**config.mk**
```make
export PLATFORM = sky130hd
export DESIGN_NAME = mem_access_arbiter_flat
export DESIGN_NICKNAME = d
export VERILOG_FILES = /design/src/rtl/mem_access_arbiter_if.sv /design/src/rtl/mem_access_arbiter.sv /design/src/flat_wrapper.sv
export SDC_FILE = /design/constraint.sdc
export NUM_CORES = 1
export LEC_CHECK = 0
export ABC_AREA = 1
export CAP_MARGIN = 40
export CORE_AREA = 4 4 126 92
export DETAILED_ROUTE_END_ITERATION = 8
export DIE_AREA = 0 0 130 96
export DONT_BUFFER_PORTS = 1
export PLACE_DENSITY = 0.69
export SYNTH_ARGS = -nofsm -noshare
export SYNTH_HDL_FRONTEND = slang
export SYNTH_SLANG_ARGS = --single-unit
```
**constraint.sdc**
```tcl
create_clock -name clk -period 1.74 [get_ports clk]
set_input_delay 0.174 -clock clk [delete_from_list [all_inputs] [get_ports clk]]
set_output_delay 0.174 -clock clk [all_outputs]
set_load 0.01 [all_outputs]
```
**src/rtl/mem_access_arbiter_if.sv**
```systemverilog
// rtl/mem_access_arbiter_if.sv - requester and memory-port bundle for mem_access_arbiter (ACCESS_COUNTER_EN adds counters)
interface mem_access_arbiter_if #(
    parameter int DW = 32
);
    logic          if_req_i;
    logic [DW-1:0] if_addr_i;
    logic          if_ack_o;
    logic [DW-1:0] if_rdata_o;
    logic          d_req_i;
    logic          d_we_i;
    logic [DW-1:0] d_addr_i;
    logic [DW-1:0] d_wdata_i;
    logic          d_ack_o;
    logic [DW-1:0] d_rdata_o;
    logic [DW-1:0] mem_addr_o;
    logic          mem_we_o;
    logic [DW-1:0] mem_wdata_o;
    logic [DW-1:0] mem_rdata_i;
    logic          busy_o;
`ifdef ACCESS_COUNTER_EN
    logic [31:0]   if_cnt_o;
    logic [31:0]   d_cnt_o;
`endif

    modport master (
        output if_req_i, if_addr_i, d_req_i, d_we_i, d_addr_i, d_wdata_i, mem_rdata_i,
        input  if_ack_o, if_rdata_o, d_ack_o, d_rdata_o, mem_addr_o, mem_we_o, mem_wdata_o, busy_o
`ifdef ACCESS_COUNTER_EN
        , input if_cnt_o, d_cnt_o
`endif
    );

    modport slave (
        input  if_req_i, if_addr_i, d_req_i, d_we_i, d_addr_i, d_wdata_i, mem_rdata_i,
        output if_ack_o, if_rdata_o, d_ack_o, d_rdata_o, mem_addr_o, mem_we_o, mem_wdata_o, busy_o
`ifdef ACCESS_COUNTER_EN
        , output if_cnt_o, d_cnt_o
`endif
    );
endinterface

```
**src/rtl/mem_access_arbiter.sv**
```systemverilog
// rtl/mem_access_arbiter.sv - fetch/data arbiter for a single-port memory (ACCESS_COUNTER_EN adds access counters)
module mem_access_arbiter #(
    parameter int DW           = 32,
    parameter int STARVE_LIMIT = 4
) (
    input  logic                 clk,
    input  logic                 rst_n,
    mem_access_arbiter_if.slave  bus
);
    typedef enum logic [1:0] {IDLE, ACCESS, RESP} state_t;

    localparam logic [3:0] LIMIT = 4'(STARVE_LIMIT);

    state_t        state;
    logic          owner_d;
    logic [3:0]    streak;
    logic [DW-1:0] mem_addr_r;
    logic          mem_we_r;
    logic [DW-1:0] mem_wdata_r;
    logic          if_ack_r;
    logic          d_ack_r;
    logic [DW-1:0] if_rdata_r;
    logic [DW-1:0] d_rdata_r;
    logic          grant_if;

    // Fetch wins when alone, or when data has held the port STARVE_LIMIT times in a row.
    assign grant_if = bus.if_req_i && (!bus.d_req_i || streak == LIMIT);

    always_ff @(posedge clk) begin
        if (!rst_n) begin
            state       <= IDLE;
            owner_d     <= 1'b0;
            streak      <= 4'd0;
            mem_addr_r  <= '0;
            mem_we_r    <= 1'b0;
            mem_wdata_r <= '0;
            if_ack_r    <= 1'b0;
            d_ack_r     <= 1'b0;
            if_rdata_r  <= '0;
            d_rdata_r   <= '0;
        end else begin
            case (state)
                IDLE: begin
                    if (bus.if_req_i || bus.d_req_i) begin
                        state <= ACCESS;
                        if (grant_if) begin
                            owner_d     <= 1'b0;
                            mem_addr_r  <= bus.if_addr_i;
                            mem_we_r    <= 1'b0;
                            mem_wdata_r <= '0;
                            streak      <= 4'd0;
                        end else begin
                            owner_d     <= 1'b1;
                            mem_addr_r  <= bus.d_addr_i;
                            mem_we_r    <= bus.d_we_i;
                            mem_wdata_r <= bus.d_wdata_i;
                            if (!bus.if_req_i)
                                streak <= 4'd0;
                            else if (streak != LIMIT)
                                streak <= streak + 4'd1;
                        end
                    end
                end
                ACCESS: begin
                    state       <= RESP;
                    mem_addr_r  <= '0;
                    mem_we_r    <= 1'b0;
                    mem_wdata_r <= '0;
                    if_ack_r    <= !owner_d;
                    d_ack_r     <= owner_d;
                    if (!owner_d)
                        if_rdata_r <= bus.mem_rdata_i;
                    else if (!mem_we_r)
                        d_rdata_r <= bus.mem_rdata_i;
                end
                RESP: begin
                    state    <= IDLE;
                    if_ack_r <= 1'b0;
                    d_ack_r  <= 1'b0;
                end
                default: state <= IDLE;
            endcase
        end
    end

`ifdef ACCESS_COUNTER_EN
    logic [31:0] if_cnt_r;
    logic [31:0] d_cnt_r;

    always_ff @(posedge clk) begin
        if (!rst_n) begin
            if_cnt_r <= 32'd0;
            d_cnt_r  <= 32'd0;
        end else if (state == RESP) begin
            if (!owner_d && if_cnt_r != 32'hFFFF_FFFF)
                if_cnt_r <= if_cnt_r + 32'd1;
            if (owner_d && d_cnt_r != 32'hFFFF_FFFF)
                d_cnt_r <= d_cnt_r + 32'd1;
        end
    end

    assign bus.if_cnt_o = if_cnt_r;
    assign bus.d_cnt_o  = d_cnt_r;
`endif

    // Write enable is gated by reset directly so a store caught mid-access never lands.
    assign bus.mem_we_o    = mem_we_r & rst_n;
    assign bus.mem_addr_o  = mem_addr_r;
    assign bus.mem_wdata_o = mem_wdata_r;
    assign bus.if_ack_o    = if_ack_r;
    assign bus.d_ack_o     = d_ack_r;
    assign bus.if_rdata_o  = if_rdata_r;
    assign bus.d_rdata_o   = d_rdata_r;
    assign bus.busy_o      = (state != IDLE);
endmodule

```
**src/flat_wrapper.sv**
```systemverilog
// flat-port wrapper written by rule: the top's interface ports become plain ports
module mem_access_arbiter_flat 
#(
    parameter int DW           = 32,
    parameter int STARVE_LIMIT = 4
)
  (clk, rst_n, bus_if_req_i, bus_if_addr_i, bus_d_req_i, bus_d_we_i, bus_d_addr_i, bus_d_wdata_i, bus_mem_rdata_i, bus_if_ack_o, bus_if_rdata_o, bus_d_ack_o, bus_d_rdata_o, bus_mem_addr_o, bus_mem_we_o, bus_mem_wdata_o, bus_busy_o);
  mem_access_arbiter_if #(.DW(DW)) bus_i ();
  input  logic clk;
  input  logic rst_n;
  input wire logic [$bits(bus_i.if_req_i)-1:0] bus_if_req_i;
  input wire logic [$bits(bus_i.if_addr_i)-1:0] bus_if_addr_i;
  input wire logic [$bits(bus_i.d_req_i)-1:0] bus_d_req_i;
  input wire logic [$bits(bus_i.d_we_i)-1:0] bus_d_we_i;
  input wire logic [$bits(bus_i.d_addr_i)-1:0] bus_d_addr_i;
  input wire logic [$bits(bus_i.d_wdata_i)-1:0] bus_d_wdata_i;
  input wire logic [$bits(bus_i.mem_rdata_i)-1:0] bus_mem_rdata_i;
  output wire logic [$bits(bus_i.if_ack_o)-1:0] bus_if_ack_o;
  output wire logic [$bits(bus_i.if_rdata_o)-1:0] bus_if_rdata_o;
  output wire logic [$bits(bus_i.d_ack_o)-1:0] bus_d_ack_o;
  output wire logic [$bits(bus_i.d_rdata_o)-1:0] bus_d_rdata_o;
  output wire logic [$bits(bus_i.mem_addr_o)-1:0] bus_mem_addr_o;
  output wire logic [$bits(bus_i.mem_we_o)-1:0] bus_mem_we_o;
  output wire logic [$bits(bus_i.mem_wdata_o)-1:0] bus_mem_wdata_o;
  output wire logic [$bits(bus_i.busy_o)-1:0] bus_busy_o;
  assign bus_i.if_req_i = bus_if_req_i;
  assign bus_i.if_addr_i = bus_if_addr_i;
  assign bus_i.d_req_i = bus_d_req_i;
  assign bus_i.d_we_i = bus_d_we_i;
  assign bus_i.d_addr_i = bus_d_addr_i;
  assign bus_i.d_wdata_i = bus_d_wdata_i;
  assign bus_i.mem_rdata_i = bus_mem_rdata_i;
  assign bus_if_ack_o = bus_i.if_ack_o;
  assign bus_if_rdata_o = bus_i.if_rdata_o;
  assign bus_d_ack_o = bus_i.d_ack_o;
  assign bus_d_rdata_o = bus_i.d_rdata_o;
  assign bus_mem_addr_o = bus_i.mem_addr_o;
  assign bus_mem_we_o = bus_i.mem_we_o;
  assign bus_mem_wdata_o = bus_i.mem_wdata_o;
  assign bus_busy_o = bus_i.busy_o;
  mem_access_arbiter #(.DW(DW), .STARVE_LIMIT(STARVE_LIMIT)) u_core (.clk(clk), .rst_n(rst_n), .bus(bus_i));
endmodule
```
==> run_results.csv <==
group,metric,value,unit
power_and_ir_drop,p_per_area,1240,mW/mm²
power_and_ir_drop,seq_power_share,44.1,%
sta,max-slew-margin-rel,61.6,%
sta,fraction_of_the_cycle_the_final_worst_path_needs,93.5,%
finish,fill_cells,794,
setup_path,worstSetupStartpointType,"register",
sta,final.setup.tns,0,ns
finish,final_core_occ,70.0,%
finish,count_of_inserted_antenna_diode_cells,0,
sta,slew_viol_final,0,
clock_tree,clock_sink_count,138,
drt,drt_pre_antenna_iters,5,
power_and_ir_drop,power_frac_comb,15.4,%
floorplan,die_h,96,µm
clock_tree,clock_tree.root_cell,"sky130_fd_sc_hd__clkbuf_16",
synthesis,postSynthRegisterBits,138,
finish,layout_commonest_cell,"sky130_fd_sc_hd__dfxtp_1",
power_and_ir_drop,p_clk_share,40.6,%
clock_tree,cts-htree-levels,4,
global_routing,grt_overflow,0,
floorplan,start_util,54.7,%
drt,drc_errors,0,
synthesis,yosysWarningCount,0,
setup_path,critPathKind,"register to register",
floorplan,core_area,0.0102,mm²
synthesis,yosys.area.top_type,"sky130_fd_sc_hd__dfxtp_1",
setup_path,critPathCaptureType,"register",
drt,drtAntennaViolNets,0,
power_and_ir_drop,power.switching_fraction,29.0,%
place,gp_congestion,0.813,
synthesis,mapped_cells,770,
finish,layout.cells.most_common_list,"sky130_fd_sc_hd__dfxtp_1, sky130_fd_sc_hd__nor2_1, sky130_fd_sc_hd__nand2_1",
power_and_ir_drop,internal_power,6.32,mW
finish,fin_area,0.00717,mm²
power_and_ir_drop,switching_power,2.58,mW
floorplan,die-width,130,µm
finish,final_net_count,974,
clock_tree,clockBufferDepth,2,
place,dp_hpwl,10.6,mm
global_routing,grt_max_degree,70,
floorplan,floorplan.die_area,0.0125,mm²
global_routing,grt_use_met3,9.65,%
global_routing,grt-busiest-layer,"met2",
power_and_ir_drop,leakage,3.17,nW
floorplan,num_rows,31,
power_and_ir_drop,worst_ir_drop_vdd,0.669,mV
global_routing,grt_first_pass_wirelength,26.1,mm
clock_tree,cts.reportedPaths.clkPinSlew,0.06,ns
sta,finalSetupViolations,0,
outcome,status,"finished clean",
floorplan,design.portCount,265,
clock_tree,cts.repair_timing.setup_buffer_count,0,
place,post_dp_cell_area,0.00567,mm²
synthesis,netlist_area,0.00560,mm²
finish,area.growth.synth_to_final,27.9,%
drt,vias,5399,
place,placed_cells,863,
synthesis,number_of_different_library_cells_in_the_post_synthesis_netlist,21,
worst_hold_path,hold_class,"input pin to register",
sta,finalHoldViolations,0,
global_routing,grt_util_met1,29.3,%
sta,unrepaired_setup_endpoints_after_global_routing,"true",
place,port_buffers,0,
drt,drt-wirelength-per-cell,18.1,µm
setup_path,worstPathArrival,1.95,ns
synthesis,share_of_synthesized_area_occupied_by_flip_flops_and_latches,49.3,%
drt,totalWireLength,17.7,mm
setup_path,critical_path.max_fanout,34,
global_routing,grt_antenna_before_repair,0,
clock_tree,worst_skew_pair.late_latency,0.41,ns
synthesis,post_synth_main_area_contributors,"sky130_fd_sc_hd__dfxtp_1, sky130_fd_sc_hd__nor2_1, sky130_fd_sc_hd__nand3_1",
run,maxCapViolCount,0,
global_routing,first_global_vias,5274,
synthesis,synth.top_cell.area_share,49.3,%
sta,timing_worst_slew_pin_value,0.574,ns
drt,post_drt_via_cell_ratio,5.51,
synthesis,synth_area_per_cell,7.28,µm²
global_routing,grt_usage,26.4,%
finish,final_layout_size_suffix_gt1_share,6.61,%
finish,final_cells,979,
sta,fin_crit,1.63,ns
setup_path,critical_path_required,2.07,ns
global_routing,grt_use_met2,46.1,%
sta,finClkSkew,0.00989,ns
clock_tree,clock_tree_from_tritoncts,"done",
drt,drtIter0Drc,391,
synthesis,mappedNetlistNets,910,
sta,max_freq,614,MHz
clock_tree,numCtsBuffers,17,
[power groups by stage]
stage / Clock, mW / Sequential (mW) / Combinational, mW
finish: 3.61 / 3.92 / 1.37
global route: 3.79 / 3.96 / 1.52
CTS: 3.63 / 3.92 / 1.27
detailed placement: 0 / 3.98 / 1.08
global placement: 0 / 3.98 / 1.03
floorplan: 0 / 3.88 / 0.890
[logic make-up after synthesis]
kind of cell | count (synthesis) | share of synthesized area [%]
AO/OA/AOI/OAI | 144 | 13.2
flip-flops | 138 | 49.3
AND/OR/NAND/NOR | 345 | 25.5
XOR/XNOR | 2 | 0.313
buffers and inverters | 134 | 10.1
adder cells (fa/ha/maj) | 7 | 1.56
[worst max-delay path, stage by stage (launching register included)]
cell and delay (ns):
sky130_fd_sc_hd__dfxtp_1 0.31, sky130_fd_sc_hd__inv_1 0.14, sky130_fd_sc_hd__ha_2 0.27, sky130_fd_sc_hd__o21ai_4 0.11
sky130_fd_sc_hd__nor2_4 0.18, sky130_fd_sc_hd__buf_12 0.22, sky130_fd_sc_hd__nand3_1 0.13, sky130_fd_sc_hd__a21oi_1 0.17
[flip-flops by register name (all words and copies together), names as in the netlist]
| signal | count |
|---|---|
| u_core.bus.d_ack_o | 1 |
| u_core.bus.d_rdata_o | 32 |
| u_core.bus.if_ack_o | 1 |
| u_core.bus.if_rdata_o | 32 |
| u_core.bus.mem_addr_o | 32 |
| u_core.bus.mem_wdata_o | 32 |
| u_core.mem_we_r | 1 |
| u_core.owner_d | 1 |
| u_core.state | 2 |
| u_core.streak | 4 |
[layer usage]
| layer | vias up | part of all wire, % | routed length [µm] |
|---|---|---|---|
| li1 | 2579 | - | - |
| met1 | 2502 | 38 | 6750 |
| met2 | 278 | 49 | 8680 |
| met3 | 40 | 11 | 1940 |
| met4 | 0 | 2.1 | 380 |
| met5 | - | 0 | 0 |
[area by class of cell]
type	count	area, µm²	share of cell area, %
flip-flops and latches	138	2760	38.5
multi-input cells	498	2290	32.0
repair buffers	99	1060	14.8
clock buffers	21	440	6.14
inverters	80	303	4.22
well taps	132	165	2.30
clock inverters	11	146	2.04
[stage by stage]
stage               setup slack [ns]  hold slack [ns]  total power, mW
floorplan                      0.238            0.309             4.76
global placement               0.191            0.311             5.01
detailed placement            0.0383            0.317             5.06
CTS                           0.0438         0.000235             8.82
global route                -0.00139           0.0110             9.26
finish                         0.113           0.0135             8.90
[final timing paths]
check                                                  to                          start  cells after the start  slack [ns]
setup / recovery  u_core.bus.mem_wdata_o[29]$_SDFFE_PN0P_   u_core.state[1]$_SDFFE_PN0P_                      7        0.11
setup reg to reg  u_core.bus.mem_wdata_o[29]$_SDFFE_PN0P_   u_core.state[1]$_SDFFE_PN0P_                      7        0.11
hold / removal      u_core.bus.mem_addr_o[0]$_SDFFE_PN0P_                bus_d_addr_i[0]                      4        0.01
hold reg to reg             u_core.streak[3]$_SDFFE_PN0P_  u_core.streak[3]$_SDFFE_PN0P_                      2        0.47
[cells in the mapped netlist (all sizes together)]
library cell and n:
a21oi 72, dfxtp 138, o21ai 71, nor2 132, nand2 113, inv 79
xor2 2, clkinv 1, ha 7, nand4 2, nand3 98, clkbuf 35
buf 19, o211a 1
[what timing repair did]
| item | 4_1_cts | 5_1_grt |
|---|---|---|
| setup endpoints to repair | 0 | 83 |
| hold buffers | 82 | 0 |
| gates resized for setup | 0 | 10 |
| hold endpoints to repair | 116 | 0 |
No activity file was read; power rests on OpenSTA's default activity.
